[src/rtl/sub_bytes_engine.sv]
// sub_bytes_engine: time-multiplexed forward/inverse AES SubBytes over a 128-bit state
// Ports:
//   clock, reset_n           rising-edge clock, asynchronous active-low reset
//   in_valid/in_ready        input handshake; in_state (byte 0 = [127:120]) and in_inverse
//                            are sampled only on the accepting edge
//   out_valid/out_ready      output handshake; out_state/out_inverse stay stable until taken
//   busy                     high whenever the engine is not idle
module sub_bytes_engine #(
    parameter int LANES = 4
) (
    input  logic         clock,
    input  logic         reset_n,
    input  logic         in_valid,
    output logic         in_ready,
    input  logic [127:0] in_state,
    input  logic         in_inverse,
    output logic         out_valid,
    input  logic         out_ready,
    output logic [127:0] out_state,
    output logic         out_inverse,
    output logic         busy
);
    localparam int N  = 16 / LANES;
    localparam int CW = (N > 1) ? $clog2(N) : 1;

    typedef enum logic [1:0] {IDLE, BUSY, DONE} state_t;

    if (!(LANES == 1 || LANES == 2 || LANES == 4 || LANES == 8 || LANES == 16)) begin : g_bad_lanes
        $error("sub_bytes_engine: LANES must be 1, 2, 4, 8 or 16");
    end

    function automatic logic [7:0] gmul(input logic [7:0] a, input logic [7:0] b);
        logic [7:0] p;
        logic [7:0] x;
        p = 8'h00;
        x = a;
        for (int i = 0; i < 8; i++) begin
            if (b[i]) p = p ^ x;
            x = {x[6:0], 1'b0} ^ (x[7] ? 8'h1b : 8'h00);
        end
        return p;
    endfunction

    // x^254 is the multiplicative inverse in GF(2^8) and maps 0 to 0, as the S-box needs
    function automatic logic [7:0] ginv(input logic [7:0] x);
        logic [7:0] t;
        logic [7:0] r;
        t = x;
        r = 8'h01;
        for (int i = 0; i < 7; i++) begin
            t = gmul(t, t);
            r = gmul(r, t);
        end
        return r;
    endfunction

    // One shared field inverter per lane: the affine maps sit on opposite sides per mode
    function automatic logic [7:0] sbox(input logic [7:0] x, input logic inv);
        logic [7:0] w;
        logic [7:0] g;
        w = inv ? ({x[6:0], x[7]} ^ {x[4:0], x[7:5]} ^ {x[1:0], x[7:2]} ^ 8'h05) : x;
        g = ginv(w);
        return inv ? g : (g ^ {g[6:0], g[7]} ^ {g[5:0], g[7:6]} ^ {g[4:0], g[7:5]} ^ {g[3:0], g[7:4]} ^ 8'h63);
    endfunction

    state_t            r_state;
    state_t            w_next;
    logic [CW-1:0]     r_cnt;
    logic [15:0][7:0]  r_src;
    logic [15:0][7:0]  r_res;
    logic              r_mode;
    logic              w_accept;
    logic [7:0]        w_sub [LANES];
    logic [3:0]        w_pos [LANES];

    // Byte b of the state lives in packed element 15-b
    for (genvar j = 0; j < LANES; j++) begin : g_lane
        assign w_pos[j] = 4'(15 - (int'(r_cnt) * LANES + j));
        assign w_sub[j] = sbox(r_src[w_pos[j]], r_mode);
    end

    always_ff @(posedge clock or negedge reset_n) begin
        if (!reset_n) begin
            r_state <= IDLE;
            r_cnt   <= '0;
            r_src   <= '0;
            r_res   <= '0;
            r_mode  <= 1'b0;
        end else begin
            r_state <= w_next;
            if (w_accept) begin
                r_src  <= in_state;
                r_mode <= in_inverse;
                r_cnt  <= '0;
            end else if (r_state == BUSY) begin
                r_cnt <= r_cnt + CW'(1);
                for (int j = 0; j < LANES; j++) r_res[w_pos[j]] <= w_sub[j];
            end
        end
    end

    always_comb begin
        w_next      = r_state;
        in_ready    = (r_state == IDLE) || (r_state == DONE && out_ready);
        w_accept    = in_valid && in_ready;
        out_valid   = r_state == DONE;
        busy        = r_state != IDLE;
        out_state   = r_res;
        out_inverse = r_mode;
        unique case (r_state)
            IDLE:    w_next = w_accept ? BUSY : IDLE;
            BUSY:    w_next = (r_cnt == CW'(N - 1)) ? DONE : BUSY;
            DONE:    w_next = out_ready ? (in_valid ? BUSY : IDLE) : DONE;
            default: w_next = IDLE;
        endcase
    end
endmodule

[config.mk]
export PLATFORM = sky130hd
export DESIGN_NAME = sub_bytes_engine
export DESIGN_NICKNAME = d
export VERILOG_FILES = /design/src/rtl/sub_bytes_engine.sv
export SDC_FILE = /design/constraint.sdc
export NUM_CORES = 2
export LEC_CHECK = 0
export CAP_MARGIN = 40
export CORE_ASPECT_RATIO = 1.1
export CORE_MARGIN = 5
export CORE_UTILIZATION = 58
export CTS_CLUSTER_DIAMETER = 60
export CTS_CLUSTER_SIZE = 40
export DETAILED_ROUTE_END_ITERATION = 6
export PLACE_DENSITY_LB_ADDON = 0.12
export SLEW_MARGIN = 5
export SYNTH_ARGS = -nofsm -noshare
export SYNTH_HDL_FRONTEND = slang
export SYNTH_SLANG_ARGS = --single-unit
[constraint.sdc]
create_clock -name clock -period 17.7 [get_ports clock]
set_input_delay 1.77 -clock clock [delete_from_list [all_inputs] [get_ports clock]]
set_output_delay 1.77 -clock clock [all_outputs]
set_load 0.005 [all_outputs]
Yosys cells after proc, flatten, opt, wreduce, memory -nomap -nowiden
Cells that the tools add are included.
{"block": "totals", "wordCells": 1701, "ff_bits": 261}
{"block": "classes", "n_bitwise": 789, "eq_ne": 3, "reduce_logical": 11, "n_addsub": 8, "n_lt_le_gt_ge": 8, "muxes": 847}
{"op": "two-way mux 8 bit", "n": 436}
{"op": "XOR 8 bit", "n": 388}
{"op": "XOR 8 x 5 -> 8 bit", "n": 364}
{"op": "two-way mux 5 bit", "n": 368}
{"op": "bitwise mux 128 bit", "n": 4}
{"op": "binary-select mux 8 bit (select 4 bit)", "n": 4}
{"op": "demux 8 bit (select 4 bit)", "n": 4}
{"op": "two-way mux 7 bit", "n": 4}
{"op": "NOT 1 bit (first input constant)", "n": 28}
{"op": "two-way mux 6 bit", "n": 4}
{"op": "less-than comparator 4 x 5 -> 1 bit (second input constant)", "n": 4}
{"op": ">= comparator 4 x 1 -> 1 bit (second input constant)", "n": 4}
{"op": "two-way mux 2 bit", "n": 8}
{"op": "two-way mux 4 bit", "n": 4}
{"op": "NOT 4 bit", "n": 4}
{"op": "subtractor 4 bit (first input constant)", "n": 4}
{"op": "two-way mux 3 bit", "n": 4}
{"op": "adder 4 x 2 -> 4 bit (second input constant)", "n": 2}
{"op": "NOT 2 bit", "n": 4}
{"op": "logical AND 1 bit", "n": 6}
{"op": "two-way mux 1 bit", "n": 6}
{"op": "one-hot mux 2 bit (3 select lines)", "n": 1}
{"op": "adder 4 x 1 -> 4 bit (second input constant)", "n": 1}
{"op": "equality test 2 bit (second input constant)", "n": 2}
{"op": "other kinds (7)", "n": 8}

Depth between registers and ports, before layout
{"block": "depth", "ltp_word": 144, "depth_mapped": 75}

Worst setup path before layout
Ideal clock, no wire load.
{"block": "synth_path", "path_type": "register to register", "start": "register r_cnt[0]", "end": "register r_res (netlist bit out_state[123])", "t_arrival_ns": 16.394, "stages_incl_launch_ff": 65, "path_buffers": 9, "period_less_slack_ns": 16.525, "slack_ns": 1.175, "t_required_ns": 17.568, "cell_sequence": "dfrtp_1 buf_6 buf_8 buf_6 mux4_2 xor3_1 mux2i_1 inv_1 ha_1 inv_1 mux2i_1 xnor3_1 xnor2_1 inv_2 ha_1 clkbuf_1 nand2_1 xor2_1 [... 29 more ...] xnor3_1 xor2_1 nor2_1 xnor2_1 xnor3_1 xnor3_1 buf_2 xnor2_2 xor2_1 o21ai_0 xor2_1 a21oi_1 xnor3_1 xor3_1 xnor2_1 nor2_1 xor2_1 o21ai_0"}
{"block": "synth_between", "elab_chain_cells": 140}
{"item": "start, declared", "line_no": "68", "text": "logic [CW-1:0] r_cnt;"}
{"item": "start signal, assigned", "line_no": "96", "text": "r_cnt <= r_cnt + CW'(1);"}
{"item": "adder 4 x 1 -> 4 bit / subtractor 4 bit (equally long branches)", "line_no": "78", "text": "assign w_pos[j] = 4'(15 - (int'(r_cnt) * LANES + j));"}
{"item": "subtractor 4 bit / binary-select mux 8 bit (select 4 bit) (equally long branches)", "line_no": "78, 79"}
{"item": "binary-select mux 8 bit (select 4 bit) / two-way mux 8 bit (equally long branches)", "line_no": "79", "text": "assign w_sub[j] = sbox(r_src[w_pos[j]], r_mode);"}
{"item": "two-way mux 8 bit (implied by the code) / XOR 8 bit (equally long branches)", "line_no": "79, 61"}
{"item": "XOR 8 bit", "line_no": "61", "text": "w = inv ? ({x[6:0], x[7]} ^ {x[4:0], x[7:5]} ^ {x[1:0], x[7:2]} ^ 8'h05) : x;"}
{"item": "XOR 8 bit / NOT 2 bit (equally long branches)"}
{"item": "NOT 2 bit (no source line) / two-way mux 8 bit (equally long branches)"}
{"item": "two-way mux 8 bit, on equally long branches", "line_no": "61, 38"}
{"item": "[... 121 more ...]"}
{"item": "two-way mux 8 bit / XOR 8 bit (equally long branches)", "line_no": "38", "text": "if (b[i]) p = p ^ x;"}
{"item": "XOR 8 bit / two-way mux 8 bit (equally long branches)", "line_no": "38"}
{"item": "two-way mux 8 bit / XOR 8 bit (equally long branches)", "line_no": "38, 63"}
{"item": "XOR 8 bit (3 in a row)", "line_no": "63", "text": "return inv ? g : (g ^ {g[6:0], g[7]} ^ {g[5:0], g[7:6]} ^ {g[4:0], g[7:5]} ^ {g[3:0], g[7:4]} ^ 8'h63);"}
{"item": "XOR 8 bit / two-way mux 8 bit (equally long branches)", "line_no": "63"}
{"item": "two-way mux 8 bit / bitwise mux 128 bit (equally long branches)", "line_no": "63, 97"}
{"item": "bitwise mux 128 bit (2 in a row)", "line_no": "97", "text": "for (int j = 0; j < LANES; j++) r_res[w_pos[j]] <= w_sub[j];"}
{"item": "bitwise mux 128 bit (*)", "line_no": "97"}
{"item": "end signal, assigned", "line_no": "87", "text": "r_res <= '0;"}
{"item": "end, declared", "line_no": "70", "text": "logic [15:0][7:0] r_res;"}
Every way passes the cells marked *; elsewhere a longest branch is shown, timed or not. The select of a mux whose other input is x is not followed.
A chain may end at the register's enable or synchronous reset.

Worst setup path after layout
{"block": "layout_path", "start": "register r_cnt[0]", "end": "register r_res (netlist bit out_state[22])"}
{"block": "layout_between", "elab_chain_cells": 140}
{"item": "adder 4 x 1 -> 4 bit / subtractor 4 bit (equally long branches)", "line_no": "78"}
{"item": "subtractor 4 bit / binary-select mux 8 bit (select 4 bit) (equally long branches)", "line_no": "78, 79"}
{"item": "binary-select mux 8 bit (select 4 bit) / two-way mux 8 bit (equally long branches)", "line_no": "79"}
{"item": "two-way mux 8 bit (implied by the code) / XOR 8 bit (equally long branches)", "line_no": "79, 61"}
{"item": "XOR 8 bit", "line_no": "61"}
{"item": "XOR 8 bit (tied with other cells)", "line_no": "61"}
{"item": "two-way mux 8 bit (tied with other cells)", "line_no": "61"}
{"item": "two-way mux 5 bit (tied with other cells)", "line_no": "39", "text": "x = {x[6:0], 1'b0} ^ (x[7] ? 8'h1b : 8'h00);"}
{"item": "[... 122 more ...]"}
{"item": "two-way mux 8 bit (tied with other cells)", "line_no": "38"}
{"item": "XOR 8 bit / two-way mux 8 bit (equally long branches)", "line_no": "63, 38"}
{"item": "XOR 8 bit (2 in a row)", "line_no": "63"}
{"item": "XOR 8 bit / NOT 4 bit (equally long branches)"}
{"item": "NOT 4 bit (no source line) / two-way mux 8 bit (equally long branches)"}
{"item": "two-way mux 8 bit / bitwise mux 128 bit (equally long branches)", "line_no": "63, 97"}
{"item": "bitwise mux 128 bit (2 in a row)", "line_no": "97"}
{"item": "bitwise mux 128 bit (*)", "line_no": "97"}
Marks and branches as above.

==> results.txt <==
- Main synth FF type: dfrtp_1
* Family with the most delay on the worst path: XOR/XNOR gates
- Die H: 367 microns
- Post-DP HPWL: 149,000 microns
- The count of nets left with antenna violations once routing finished came out at 0.
* Number of warnings printed during yosys synthesis: 0
- Count of placed standard cells in the final layout, fillers left out: 10,131
- The post-synthesis compound-gate area fraction was 0.159.
- The routed layout has 61,617 vias.
* CP endpoint: out_state[22]$_DFFE_PN0P_
- Of the total synthesized cell area, the portion taken by full adders, half adders and majority gates is 0.00546.
- Max_slew headroom: 0.288
- Data on the critical path arrives at its endpoint at 17,320 ps.
* Number of standard-cell rows in the floorplan: 131
* Core outline area: 116,000 sq um
- The later pin in the worst-skew pair is clocked with a latency of 590 ps.
- For this block, the initial DRC count from the detailed router was 5,695.
- No sink is reached through more buffers than the 3 on the longest clock path.
* Startpoint class of the critical path: flop
- CP Capture Type: flop
* Ratio of final minimum period to clock period: 0.955
- Count of cell instances traversed by the critical path: 60
- Port buffering added 264 buffers.
- Fraction of layout instances using a drive strength above 1: 0.147
* Combinational family with the most area after synthesis: XOR/XNOR gates
* Critical path data required time: 18,120 ps
* Reg-to-reg setup timing slack: 800 ps
- The number of hold buffers added after CTS was 0.
- From synthesis to final layout, the design area changed by 12.3%.
- Endpoint of the lowest-slack register-to-register path: out_state[22]$_DFFE_PN0P_
- Sequential cell area fraction in the yosys report: 0.0970
- Endpoints failing setup: 0
- Counting distinct cell types in the post-synthesis netlist gives 123.
* Global-route total usage across every layer: 0.309
* Critical R2R Launch: r_cnt[0]$_DFFE_PN0P_
- The total overflow left after global routing is 0.
- Min cycle time layout: 16,900 ps
* Slowest Stage Delay on Critical Path: 620 ps
* Crit path buffers/inverters: 10
- Max cap viols: 0
- Global-route wire length before repair: 320,000 microns
- Floorplan die area: 123,000 sq um
- Synthesized netlist net count: 8,480
* Most prevalent standard cell on the critical path: xnor3_1
- Cell at the slowest stage of the critical path: mux4_2
* Cell taking the most area after synthesis: xnor2_1
- Filler cell count in the final layout: 10,011
* Number of synthesized flops with an enable pin: 0
* Crit path setup slack, layout: 799 ps
- After synthesis, the mean cell area works out to 8.09 sq um.
- Area share of and/or/nand/nor cells after synthesis: 0.178
- After the last flow step, the layout net total stands at 8,737.
- Actual transition at the worst max-transition pin: 1070 ps
* Post-synthesis mux area share: 0.0789
- Via count of the first global-routing pass: 58,852
- Of the total synthesized cell area, the portion taken by XOR and XNOR cells is 0.438.
* Number of H-tree levels: 1
* Wire length per cell: 19.7 microns
- Cell Count Post-Placement: 10,036
* Clock tree from TritonCTS: yes
- The hold violation count in the final report was 0.
* Proportion of netlist area held by the largest area contributor: 0.195
- RePlAce Congestion: 0.939
- Per-cell via count in the routed design: 6.08
* Depth of the worst register-to-register path: 60
- Instance count of the mapped netlist: 8,324
* Clock skew after layout: 51.0 ps
- The number of antenna violations at the first check in global routing is 8.
* Io pins: 265
* Crit path max fanout: 17
- The first TritonRoute pass finished after 6 iterations.
- Buffer cell driving the clock tree root: clkbuf_16
- Setup Slack @ Placement: -752 ps
- By startpoint and endpoint, the worst setup path is classified as reg2reg.
- Number of pins with negative max-slew slack in the final report: 0
* Total DRC errors in the routed layout: 0
- Counting flops and latches in the post-synthesis netlist gives 261.
* Cts bufs inserted: 18
- Routed Wire Length: 200,000 microns
- Highest achievable clock rate: 0.0592 GHz
- Entering global routing, the biggest net connects 140 pins.
- Sink count of the clock tree: 261
* Clock transition at the register clock pins on the worst setup and hold paths after CTS: 100 ps
- After synthesis the cells add up to 67,300 sq um.
- By area the synthesized netlist is led by xnor2_1 19%, xnor3_1 11%, dfrtp_1 9.7%.
- Summed over all failing endpoints, the final setup total negative slack is 0 ps.
* Hold Crit Class: reg2reg
* Critical Path Start: r_cnt[0]$_DFFE_PN0P_
- Outcome: completed
- From left edge to right edge, the die measures 335 microns.
* Starting density of the core: 0.582
* Fraction of synthesis flops using an asynchronous set or reset pin: 1.00
-- layout make-up --
type,count,area (sq um),area share
multi-input combinational,7412,59400,0.785
timing repair buffer,781,6630,0.0877
sequential,261,6540,0.0865
tap,1529,1910,0.0253
clock buffer,18,450,0.00596
inverter,107,402,0.00531
clock inverter,14,278,0.00367
antenna,9,22.5,0.000298
-- state kept, by name (all words and copies together) (netlist names) --
signal	count
out_inverse	1
out_state	128
r_cnt	2
r_src	128
r_state	2
-- worst min-delay path by stage --
stage,start,endpoint,slack (ps),cells past startpoint
finish,out_state[51]$_DFFE_PN0P_,out_state[51]$_DFFE_PN0P_,490,2
global route,out_state[73]$_DFFE_PN0P_,out_state[73]$_DFFE_PN0P_,510,2
CTS,out_state[45]$_DFFE_PN0P_,out_state[45]$_DFFE_PN0P_,490,2
detailed placement,out_state[45]$_DFFE_PN0P_,out_state[45]$_DFFE_PN0P_,470,2
global placement,out_state[59]$_DFFE_PN0P_,out_state[59]$_DFFE_PN0P_,460,2
floorplan,r_state[1]$_DFF_PN0_,r_state[0]$_DFF_PN0_,470,1
-- routing by layer --
layer  up-vias  GRT usage  wire [microns]
met5         -          0               0
li1      29278          -               -
met4         0     0.0943            6160
met1     29833      0.420           85600
met2      2131      0.534           98200
met3       375     0.0158           10000
-- cells in the mapped netlist, drive strengths merged, types with 34 or more instances --
library cell  count
mux4             35
xor3             73
o22ai           105
or3              40
and3             48
xnor2          1615
mux2i           222
nand3           167
a21oi           373
a31oi            56
nor3            195
buf             235
nand2b           66
mux2            191
xnor3           369
nand2           871
inv             100
a211oi           70
nor2b            58
dfrtp           261
or2              34
a22oi            63
and2             37
o211ai           52
clkbuf          302
nor2           1179
o21ai           463
xor2            449
-- logic make-up (layout without fill, tap and decap cells) --
logic type / count (synthesis) / count (layout)
simple gates: 2790 / 2790
xor+xnor: 2506 / 2506
compound gates: 1636 / 1637
buf+inv: 652 / 920
mux: 448 / 448
flops: 261 / 261
fa+ha+maj: 31 / 31
other cells: 0 / 9
-- worst reg2reg max path, delay by kind of cell, from the launching register on --
kind	cells	cell delay (ps)
AOI/OAI and AO/OA	4	780
xor gates and xnor gates	32	10450
adders and majority gates	2	720
buffers and inverters	10	1870
DFF	1	600
muxes	3	1060
and+or+nand+nor	9	1260
-- metrics by stage --
step,util,hold slack [ps],cell area (sq um)
after CTS,0.641,494,74100
after detailed placement,0.634,470,73400
final,0.653,489,75600
after global routing,0.653,515,75600
after floorplan,-,469,67300
after global placement,0.631,461,73100
-- placed cells by master, fill, tap and decap left out, drive strengths merged, types with 222 or more instances in the layout --
cell type,netlist,final
a21oi,373,373
clkdlybuf4s50,0,263
xnor3,369,369
buf,235,516
mux2i,222,222
xnor2,1615,1615
xor2,449,449
nor2,1179,1179
nand2,871,871
dfrtp,261,261
o21ai,463,464
-- timing repair --
action | in CTS | in global routing
cloned | 0 | 1
buffers inserted | 0 | 51
pin swaps | 0 | 22
gates resized for setup | 10 | 158
hold endpoints to repair | 0 | 0
endpoints found under the setup margin | 46 | 128
Power is left out: the tool's default activity adds up to more than one toggle a clock period on the data nets, which glitch-free logic cannot reach.
